**src/rtl/mips_mem_pkg.sv**
```systemverilog
// Shared definitions for the unified memory port: word geometry, requester
// source codes and the address legality check.
package mips_mem_pkg;

  localparam int unsigned WORD_BYTES = 4;
  localparam logic        SRC_IF     = 1'b0;
  localparam logic        SRC_DM     = 1'b1;

  // Word-aligned and the whole word fits inside the memory.
  function automatic logic addr_legal(input logic [63:0] addr, input int unsigned mem_bytes);
    logic [63:0] last_word;
    last_word = 64'(mem_bytes) - 64'(WORD_BYTES);
    return (addr[1:0] == 2'b00) && (addr <= last_word);
  endfunction

endpackage

```
**src/rtl/mem_starve_counter.sv**
```systemverilog
// Counts consecutive cycles in which a fetch request loses arbitration and
// flags when fetch must be given priority over data.
module mem_starve_counter #(
  parameter int unsigned STARVE_MAX = 3
) (
  input  logic clk,
  input  logic reset,
  input  logic if_req,
  input  logic if_grant,
  output logic win_override
);

  localparam logic [3:0] MAX_C = 4'(STARVE_MAX);

  logic [3:0] cnt_q, cnt_d;

  always_comb begin
    cnt_d = cnt_q;
    if (!if_req || if_grant) begin
      cnt_d = 4'd0;
    end else if (cnt_q < MAX_C) begin
      cnt_d = cnt_q + 4'd1;
    end else begin
      cnt_d = cnt_q;
    end
  end

  always_ff @(posedge clk) begin
    if (reset) begin
      cnt_q <= 4'd0;
    end else begin
      cnt_q <= cnt_d;
    end
  end

  assign win_override = (cnt_q >= MAX_C);

endmodule

```
**src/rtl/mem_port_arbiter.sv**
```systemverilog
// Arbitrates the single memory port between instruction fetch and data
// load/store, rejecting illegal addresses and registering read data back.
module mem_port_arbiter
  import mips_mem_pkg::*;
#(
  parameter int unsigned ADDR_W     = 32,
  parameter int unsigned DATA_W     = 32,
  parameter int unsigned MEM_BYTES  = 1024,
  parameter int unsigned STARVE_MAX = 3
) (
  input  logic              clk,
  input  logic              reset,
  input  logic              if_req,
  input  logic [ADDR_W-1:0] if_addr,
  output logic              if_stall,
  output logic              if_valid,
  output logic [DATA_W-1:0] if_rdata,
  input  logic              dm_rd,
  input  logic              dm_wr,
  input  logic [ADDR_W-1:0] dm_addr,
  input  logic [DATA_W-1:0] dm_wdata,
  output logic              dm_stall,
  output logic              dm_valid,
  output logic [DATA_W-1:0] dm_rdata,
  output logic              err,
  output logic              err_src,
  output logic              Mem_Read,
  output logic              Mem_Write,
  output logic [ADDR_W-1:0] Address,
  output logic [DATA_W-1:0] Write_data,
  input  logic [DATA_W-1:0] Mem_Data
);

  logic dm_req, if_grant, dm_grant, if_legal, dm_legal, win_override;

  logic              if_valid_q, if_valid_d;
  logic [DATA_W-1:0] if_rdata_q, if_rdata_d;
  logic              dm_valid_q, dm_valid_d;
  logic [DATA_W-1:0] dm_rdata_q, dm_rdata_d;
  logic              err_q, err_d;
  logic              err_src_q, err_src_d;

  mem_starve_counter #(.STARVE_MAX(STARVE_MAX)) u_starve (
    .clk          (clk),
    .reset        (reset),
    .if_req       (if_req),
    .if_grant     (if_grant),
    .win_override (win_override)
  );

  // A request is granted even when illegal; it is then serviced as an error.
  always_comb begin
    dm_req   = dm_rd | dm_wr;
    if_legal = addr_legal(64'(if_addr), MEM_BYTES);
    dm_legal = addr_legal(64'(dm_addr), MEM_BYTES);
    if_grant = if_req & (~dm_req | win_override);
    dm_grant = dm_req & ~if_grant;
    if_stall = if_req & ~if_grant;
    dm_stall = dm_req & ~dm_grant;
  end

  // rd+wr together is a store, so Mem_Read and Mem_Write stay exclusive.
  always_comb begin
    Mem_Read   = 1'b0;
    Mem_Write  = 1'b0;
    Address    = '0;
    Write_data = '0;
    if (if_grant) begin
      Address  = if_addr;
      Mem_Read = if_legal & ~reset;
    end else if (dm_grant) begin
      Address = dm_addr;
      if (dm_wr) begin
        Write_data = dm_wdata;
        Mem_Write  = dm_legal & ~reset;
      end else begin
        Mem_Read = dm_legal & ~reset;
      end
    end else begin
      Address = '0;
    end
  end

  always_comb begin
    if_valid_d = if_grant & if_legal;
    if_rdata_d = if_valid_d ? Mem_Data : if_rdata_q;
    dm_valid_d = dm_grant & ~dm_wr & dm_legal;
    dm_rdata_d = dm_valid_d ? Mem_Data : dm_rdata_q;
    err_d      = (if_grant & ~if_legal) | (dm_grant & ~dm_legal);
    err_src_d  = (dm_grant & ~dm_legal) ? SRC_DM : SRC_IF;
  end

  always_ff @(posedge clk) begin
    if (reset) begin
      if_valid_q <= 1'b0;
      if_rdata_q <= '0;
      dm_valid_q <= 1'b0;
      dm_rdata_q <= '0;
      err_q      <= 1'b0;
      err_src_q  <= 1'b0;
    end else begin
      if_valid_q <= if_valid_d;
      if_rdata_q <= if_rdata_d;
      dm_valid_q <= dm_valid_d;
      dm_rdata_q <= dm_rdata_d;
      err_q      <= err_d;
      err_src_q  <= err_src_d;
    end
  end

  assign if_valid = if_valid_q;
  assign if_rdata = if_rdata_q;
  assign dm_valid = dm_valid_q;
  assign dm_rdata = dm_rdata_q;
  assign err      = err_q;
  assign err_src  = err_src_q;

endmodule

```
**config.mk**
```make
export PLATFORM = sky130hd
export DESIGN_NAME = mem_port_arbiter
export DESIGN_NICKNAME = d
export VERILOG_FILES = /design/src/rtl/mips_mem_pkg.sv /design/src/rtl/mem_starve_counter.sv /design/src/rtl/mem_port_arbiter.sv
export SDC_FILE = /design/constraint.sdc
export NUM_CORES = 1
export LEC_CHECK = 0
export ABC_AREA = 1
export BUFFER_PORTS_ARGS = -buffer_cell sky130_fd_sc_hd__buf_2
export CAP_MARGIN = 5
export CORE_AREA = 2 2 104 106
export CTS_BUF_LIST = sky130_fd_sc_hd__clkbuf_2
export CTS_CLUSTER_DIAMETER = 80
export CTS_CLUSTER_SIZE = 14
export DETAILED_ROUTE_END_ITERATION = 16
export DIE_AREA = 0 0 106 108
export HOLD_SLACK_MARGIN = 0.15
export PLACE_DENSITY = 0.84
export SYNTH_ARGS = -nofsm -noshare
export SYNTH_HDL_FRONTEND = slang
export SYNTH_SLANG_ARGS = --single-unit
```
**constraint.sdc**
```tcl
create_clock -name clk -period 2.1 [get_ports clk]
set_clock_uncertainty 0.2 [all_clocks]
set_input_delay 0.315 -clock clk [delete_from_list [all_inputs] [get_ports clk]]
set_output_delay 0.315 -clock clk [all_outputs]
set_load 0.01 [all_outputs]
```
==> flow_summary.toml, run 1 <==
[logic_synthesis]
syn_avg_cell_area_um2 = 6.18
syn_inst = 611
yosys_warnings = 0
synth_top_area_share_pct = 38.1
yosysSeqAreaShare_pct = 38.1
yosysTopAreaCell = "dfxtp_1"
synth_area_leaders = "dfxtp_1 38%, nor2_1 16%, nand2_1 14%"
netlist_area_um2 = 3780
ys_types = 24
synth-seq-cells = 72

[sta]
rsz0062_at_grt = "yes"
hold_viol = 0
period_minus_slack_ns = 2.55
worst_slack_ns = -0.455
slew_viol_final = 0
fmax_mhz = 391
setup_viol = 68
post-route-period-util_pct = 122

[place]
place_congestion = 1.03
io_buffers = 268
hpwlAfterDp_um = 10300
pre_cts_slack_ns = 0.00952

[setup_path]
critPathMaxFanout = 7
crit_required_ns = 1.58
setup.worst_path.end_class = "output pin"
crit_buf_inv = 5
path_cells = "ha_4, nor2_4, buf_6, nand3_4, nand2_4, inv_8, buf_12, clkbuf_16, a22o_1, buf_2"
start_kind = "flip-flop"
cp.arrival_ns = 2.04
setup.reg_to_reg.worst_slack_ns = 0.08
cp_top_family = "buffers and inverters"
critPathKind = "reg2out"
crit_path_max_incr_delay_ns = 0.38
cp_slowest_cell = "dfxtp_2"

[final_layout]
fin_nets = 1063
layout_common_cells = "265 x buf_2, 161 x nor2_1, 141 x nand2_1"
area_growth_pct = 64.1
layout-drive-gt1-share_pct = 37.3
diodes = 0
final_common_cell = "buf_2"
fill_cells = 921
finalCoreUtilization_pct = 60.6

[worst_hold_path]
hp-class = "in2reg"

[clock_tree]
clockBufferDepth = 2
holdBufCountCts = 37
clkLatencyLatePin_ns = 0.46
clockRootBuffer = "clkbuf_2"
cts_buffers = 9
tritoncts = "yes"
clkTransAtPathRegs_ns = 0.21
cts_htree_levels = 3
cts.sinks = 72

[floorplanning]
die_h_um = 108
dieArea_um2 = 11400
core.rowCount = 37
die_w_um = 106
start_util_pct = 36.9
ios = 269
fp.coreArea_um2 = 10200

[global_routing]
grt_max_degree = 68
grt_overflow = 0
grt_pass1_wl_um = 22800
grt_usage_pct = 25.4
grt_pass1_vias = 4595
antenna_found_initial = 1

[outcome]
violations = "negative setup slack"
outcome = "finished with violations"

[routing]
drt_pass1_iterations = 7
drtAntennaViolNets = 0
drt_iter0_markers = 292
vias = 4974
wl_per_cell_um = 14.4
wl_um = 15500
drt-vias-per-instance = 4.65
drc = 0

[power_and_ir_drop]
vdd_drop_max_mv = 0.347
p_per_area_nw_per_um2 = 454
p_leak_nw = 3.77

[job]
drv_cap = 0
==> area by class of cell <==
| cell class | instances | area (um2) | area share [%] |
|---|---|---|---|
| Clock buffer | 10 | 50.0 | 0.807 |
| Clock inverter | 6 | 42.5 | 0.686 |
| Inverter | 112 | 435 | 7.02 |
| Multi-Input combinational cell | 396 | 1830 | 29.5 |
| Sequential cell | 72 | 1440 | 23.3 |
| Tap cell | 136 | 170 | 2.74 |
| Timing Repair Buffer | 338 | 2230 | 36.0 |
==> cell usage after synthesis <==
library cell and n:
nor2_1 162, o21ai_0 5, inv_1 109, buf_4 3, nand3_1 39, xor2_1 1, clkbuf_1 6, buf_1 5
nand2_1 145, dfxtp_1 72, a21oi_4 1, ha_1 1, inv_2 3, nor2_4 2, a32o_1 2, buf_2 16
nand3_2 2, nor3_1 1, buf_6 2, a22o_1 26, nand2_2 3, nor2_2 2, a21oi_1 2, conb_1 1
==> repair_timing <==
item                       in CTS  in global routing
setup buffers                  12                  5
setup endpoints to repair      68                109
hold endpoints to repair       69                  1
pin swaps                      11                 11
cloned                          3                  5
resized for setup              32                 13
==> registers in the layout, summed over array words and instances (netlist names) <==
| signal | cells |
|---|---|
| if_valid | 1 |
| dm_rdata | 32 |
| u_starve.cnt_q | 4 |
| if_rdata | 32 |
| dm_valid | 1 |
| err_src | 1 |
| err | 1 |
==> cell families (layout without fill, tap and decap cells) <==
group / count (synthesis) / count (layout) / synth area share (%)
compound gates: 36 / 36 / 7.91
xor+xnor: 1 / 1 / 0.232
flops: 72 / 72 / 38.1
buf+inv: 144 / 466 / 15.5
fa+ha+maj: 1 / 1 / 0.331
simple gates: 356 / 356 / 37.7
other cells: 1 / 2 / 0.0992
==> per-stage QoR <==
step	hold WS (ns)	setup TNS, ns	instance area (um2)	cells	total power, mW
final	0.167	-24.75	6200	1070	2.81
after global routing	0.115	-34.73	6200	1070	2.95
after CTS	0.116	-30.71	6030	1062	2.77
after detailed placement	0.266	0	5290	994	1.95
after global placement	0.257	0	5290	994	1.95
after floorplan	0.187	0	3780	612	1.65
==> final timing paths <==
kind	start	depth (start not counted)	endpoint
worst max-delay path	u_starve.cnt_q[0]	10	Address[22]
worst min-delay path	dm_rd	7	dm_valid
worst max register to register	u_starve.cnt_q[0]	12	if_rdata[12]
worst min register to register	dm_rdata[27]	2	dm_rdata[27]
==> per-layer routing <==
| layer | global-route usage, % | vias up | wire length, um |
|---|---|---|---|
| met5 | 0 | - | 13 |
| met4 | 15.7 | 2 | 681 |
| met3 | 8.68 | 51 | 1510 |
| met2 | 41.7 | 264 | 7340 |
| met1 | 28.5 | 2206 | 5910 |
| li1 | - | 2451 | - |
==> worst min-delay path, stage by stage <==
cell,delay (ns)
buf_2,0.11
nor2_4,0.12
a21oi_4,0.06
nand2_2,0.09
nor2_4,0.05
inv_2,0.05
nor2_1,0.04
==> power by group <==
part | switching [mW] | internal [mW] | total (mW)
Clock | 0.525 | 0.164 | 0.689
Sequential | 0.00224 | 1.37 | 1.38
Combinational | 0.365 | 0.383 | 0.748
Note: power is estimated with default switching activity, not from simulation.
==> run 2: changes to the inputs <==
- REMOVE_ABC_BUFFERS: not set -> 1
==> flow_summary.toml, run 2 (synthesis results as in run 1) <==
[power_and_ir_drop]
pwr-share-comb_pct = 22.9
swShare_pct = 27.9
p_leak_nw = 3.77
switchingPower_mw = 0.869
p_per_area_nw_per_um2 = 500
vdd_drop_max_mv = 0.355
p_int_mw = 2.24
seq_power_share_pct = 44.2
clkPwrFrac_pct = 32.9
total_power_mw = 3.11

[sta]
rsz0062_at_grt = "yes"
period_minus_slack_ns = 2.59
slew_viol_final = 0
final.setup.tns_ns = -29.62
hold_viol = 0
fin_hold_ws_ns = 0.0979
post-route-period-util_pct = 124
setup_viol = 69
worst_slack_ns = -0.494
fmax_mhz = 385

[final_layout]
fill_cells = 939
layout-drive-gt1-share_pct = 38.9
multi_input_area_um2 = 1890
area_growth_pct = 64.7
final_cell_area_um2 = 6220
layout_common_cells = "263 x buf_2, 159 x nor2_1, 123 x nand2_1"
regArea_um2 = 1450
final_common_cell = "buf_2"
fin_nets = 1053

[floorplanning]
core.rowCount = 37
ios = 269
start_util_pct = 36.9
fp.coreArea_um2 = 10200
dieArea_um2 = 11400
die_w_um = 106
die_h_um = 108

[setup_path]
r2r-end = "if_rdata[8]"
start_kind = "flip-flop"
ff2ff_path_depth = 12
cp.arrival_ns = 2.08
reg2reg_from = "u_starve.cnt_q[0]"
critPathMaxFanout = 12
critPathKind = "reg2out"
crit_required_ns = 1.58
setup.reg_to_reg.worst_slack_ns = 0.05
setup.worst_path.end_class = "output pin"

[clock_tree]
cts_buffers = 9
clockRootBuffer = "clkbuf_2"
cts_htree_levels = 3
tritoncts = "yes"
holdBufCountCts = 36
clkTransAtPathRegs_ns = 0.21
cts.sinks = 72
clkLatencyLatePin_ns = 0.49
clockBufferDepth = 2

[place]
place_congestion = 0.999
hpwlAfterDp_um = 10600
io_buffers = 268
pre_cts_slack_ns = -0.0371
dpl_cell_area_um2 = 5280

[outcome]
violations = "negative setup slack"
outcome = "finished with violations"

[routing]
wl_per_cell_um = 14.5
drt-vias-per-instance = 4.67
drtAntennaViolNets = 0
vias = 4979
drt_iter0_markers = 411
drc = 0
wl_um = 15500
drt_pass1_iterations = 6

[job]
drv_cap = 0

[global_routing]
grt_max_degree = 50
grt_usage_pct = 25.9
grt_overflow = 0
antenna_found_initial = 7
grt_pass1_wl_um = 23200
grt_pass1_vias = 4778

[worst_hold_path]
whs_path_depth = 6
hp-start = "dm_wr"
hp-class = "in2reg"
holdPathEnd = "dm_valid"
==> run 2: cell type report <==
type | count | area share, %
antenna | 7 | 0.281
clock buffer | 9 | 0.724
clock inverter | 7 | 1.93
inverter | 112 | 6.99
multi-input combinational | 396 | 30.4
sequential | 72 | 23.2
tap | 136 | 2.73
timing repair buffer | 328 | 33.7
==> run 2: worst max-delay path by stage <==
stage | cells past startpoint | start | to
after floorplan | 7 | u_starve.cnt_q[0] | Mem_Read
after global placement | 9 | u_starve.cnt_q[0] | Mem_Read
after detailed placement | 9 | u_starve.cnt_q[0] | Mem_Read
after CTS | 10 | u_starve.cnt_q[1] | Mem_Read
after global routing | 11 | u_starve.cnt_q[0] | Write_data[2]
final | 9 | u_starve.cnt_q[0] | Address[10]
==> run 2: layer usage <==
layer	wire length, um	GRT usage, %
met4	783	14.4
met5	13	0
met3	1460	9.28
met2	7640	46.1
met1	5620	26.6
==> run 2: worst max-delay path: stages, from the launching register on <==
cell,delay [ns]
dfxtp_4,0.40
ha_4,0.16
nor2_4,0.12
buf_4,0.15
nand3_4,0.08
nand2_4,0.10
inv_2,0.05
buf_6,0.15
a22o_1,0.22
buf_2,0.15
==> run 2: repair_timing <==
item                                    CTS  global route
pin swaps                                 7             2
cloned                                    4             2
endpoints found under the setup margin   68           127
endpoints found under the hold margin    70             1
resized for setup                        58             9
setup buffers                             6             0
==> run 2: power by group through the flow <==
stage	registers (mW)	logic (mW)	clock network, mW
6_report	1.38	0.713	1.02
5_1_grt	1.38	0.765	1.11
4_1_cts	1.38	0.675	1.05
3_5_place_dp	1.40	0.544	0
3_3_place_gp	1.40	0.540	0
2_1_floorplan	1.40	0.233	0
==> run 2: per-stage QoR <==
step / utilization (%) / cells
2_1_floorplan: - / 580
3_3_place_gp: 51.6 / 996
3_5_place_dp: 51.6 / 996
4_1_cts: 59.9 / 1058
5_1_grt: 60.8 / 1066
6_report: 60.8 / 1067
==> run 3: changes to the inputs <==
- SKIP_LAST_GASP: not set -> 1
==> flow_summary.toml, run 3 (synthesis results as in run 1) <==
[final_layout]
final_common_cell = "buf_2"
fin_nets = 1055
area_growth_pct = 64.4
final_cell_area_um2 = 6210
finalCoreUtilization_pct = 60.7
layout-drive-gt1-share_pct = 38.9
final_cell_count_no_fill = 1069
layout_common_cells = "263 x buf_2, 160 x nor2_1, 123 x nand2_1"

[sta]
rsz0062_at_grt = "yes"
setup_viol = 69
post-route-period-util_pct = 124
fmax_mhz = 385
hold_viol = 0
slew_viol_final = 0
worst_slack_ns = -0.495
period_minus_slack_ns = 2.59

[clock_tree]
cts_htree_levels = 3
tritoncts = "yes"
clockRootBuffer = "clkbuf_2"
cts.sinks = 72
cts_buffers = 9
clkTransAtPathRegs_ns = 0.21
clockBufferDepth = 2
holdBufCountCts = 36
clkLatencyLatePin_ns = 0.49

[place]
io_buffers = 268
place_congestion = 0.999
dpl_cell_area_um2 = 5280
dp_cells = 996
hpwlAfterDp_um = 10600

[setup_path]
cp.arrival_ns = 2.08
critPathKind = "reg2out"
critPathMaxFanout = 21
setup.reg_to_reg.worst_slack_ns = 0.06
critPathLaunch = "u_starve.cnt_q[0]"
ff2ff_path_depth = 12
start_kind = "flip-flop"
crit_required_ns = 1.58
cp-endpoint = "Address[13]"
reg2reg_from = "u_starve.cnt_q[0]"
r2r-end = "if_rdata[8]"
setup.worst_path.end_class = "output pin"

[floorplanning]
core.rowCount = 37
start_util_pct = 36.9
fp.coreArea_um2 = 10200
dieArea_um2 = 11400
die_h_um = 108
die_w_um = 106
ios = 269

[worst_hold_path]
whs_path_depth = 6
hp-class = "in2reg"

[outcome]
violations = "negative setup slack"
outcome = "finished with violations"

[global_routing]
antenna_found_initial = 7
grt_max_degree = 50
grt_overflow = 0
grt_usage_pct = 25.9
grt_pass1_wl_um = 23200
grt_pass1_vias = 4777

[routing]
drt-vias-per-instance = 4.63
drt_iter0_markers = 342
drtAntennaViolNets = 0
wl_um = 15300
vias = 4946
wl_per_cell_um = 14.3
drc = 0
drt_pass1_iterations = 8

[power_and_ir_drop]
vdd_drop_max_mv = 0.354
total_power_mw = 3.10
p_per_area_nw_per_um2 = 500
p_leak_nw = 3.77

[job]
drv_cap = 0
## run 3: how the worst min path moves through the flow
stage,startpoint,to
after detailed placement,u_starve.cnt_q[1],u_starve.cnt_q[1]
after CTS,dm_wr,dm_valid
after global routing,dm_wr,dm_valid
after global placement,dm_rdata[20],dm_rdata[20]
final,dm_wr,dm_valid
after floorplan,reset,dm_valid
## run 3: layer usage
metal  share of wire (%)  track usage (%)
met1                  36             26.5
met4                 5.2             14.4
met3                 9.2             9.28
met5               0.085                0
met2                  50             46.1
## run 3: repair_timing
action	CTS	global route
resized for setup	54	9
buffers inserted	6	4
hold endpoints to repair	70	1
endpoints found under the setup margin	68	123
cloned	4	0
pin swaps	7	8
## run 3: power breakdown
| group | total, mW | internal, mW | switching [mW] |
|---|---|---|---|
| Sequential | 1.38 | 1.37 | 0.00230 |
| Combinational | 0.707 | 0.351 | 0.356 |
| Clock | 1.02 | 0.515 | 0.506 |
| Total | 3.10 | 2.24 | 0.865 |
## run 3: stage by stage
stage          hold slack [ns]  worst slack [ns]  setup TNS, ns
2_1_floorplan            0.187            -0.623         -14.53
3_3_place_gp             0.255            0.0738              0
3_5_place_dp             0.258           -0.0371        -0.0371
4_1_cts                 0.0437            -0.528         -31.73
5_1_grt                 0.0779            -0.614         -38.16
6_report                 0.112            -0.495         -29.13
## run 3: layout make-up
cell class | count | area [um2]
fill | 928 | 4020
timing repair buffer | 330 | 2090
multi-input combinational | 396 | 1890
sequential | 72 | 1450
inverter | 112 | 433
tap | 136 | 170
clock inverter | 7 | 120
clock buffer | 9 | 45.0
antenna | 7 | 17.5
## run 3: critical path, stage by stage (launching register included)
cell and delay [ns]:
dfxtp_4 0.40, ha_4 0.16, nor2_4 0.12, buf_4 0.15, nand3_4 0.08, nand2_4 0.10
inv_2 0.05, buf_6 0.15, a22o_1 0.22, buf_2 0.15
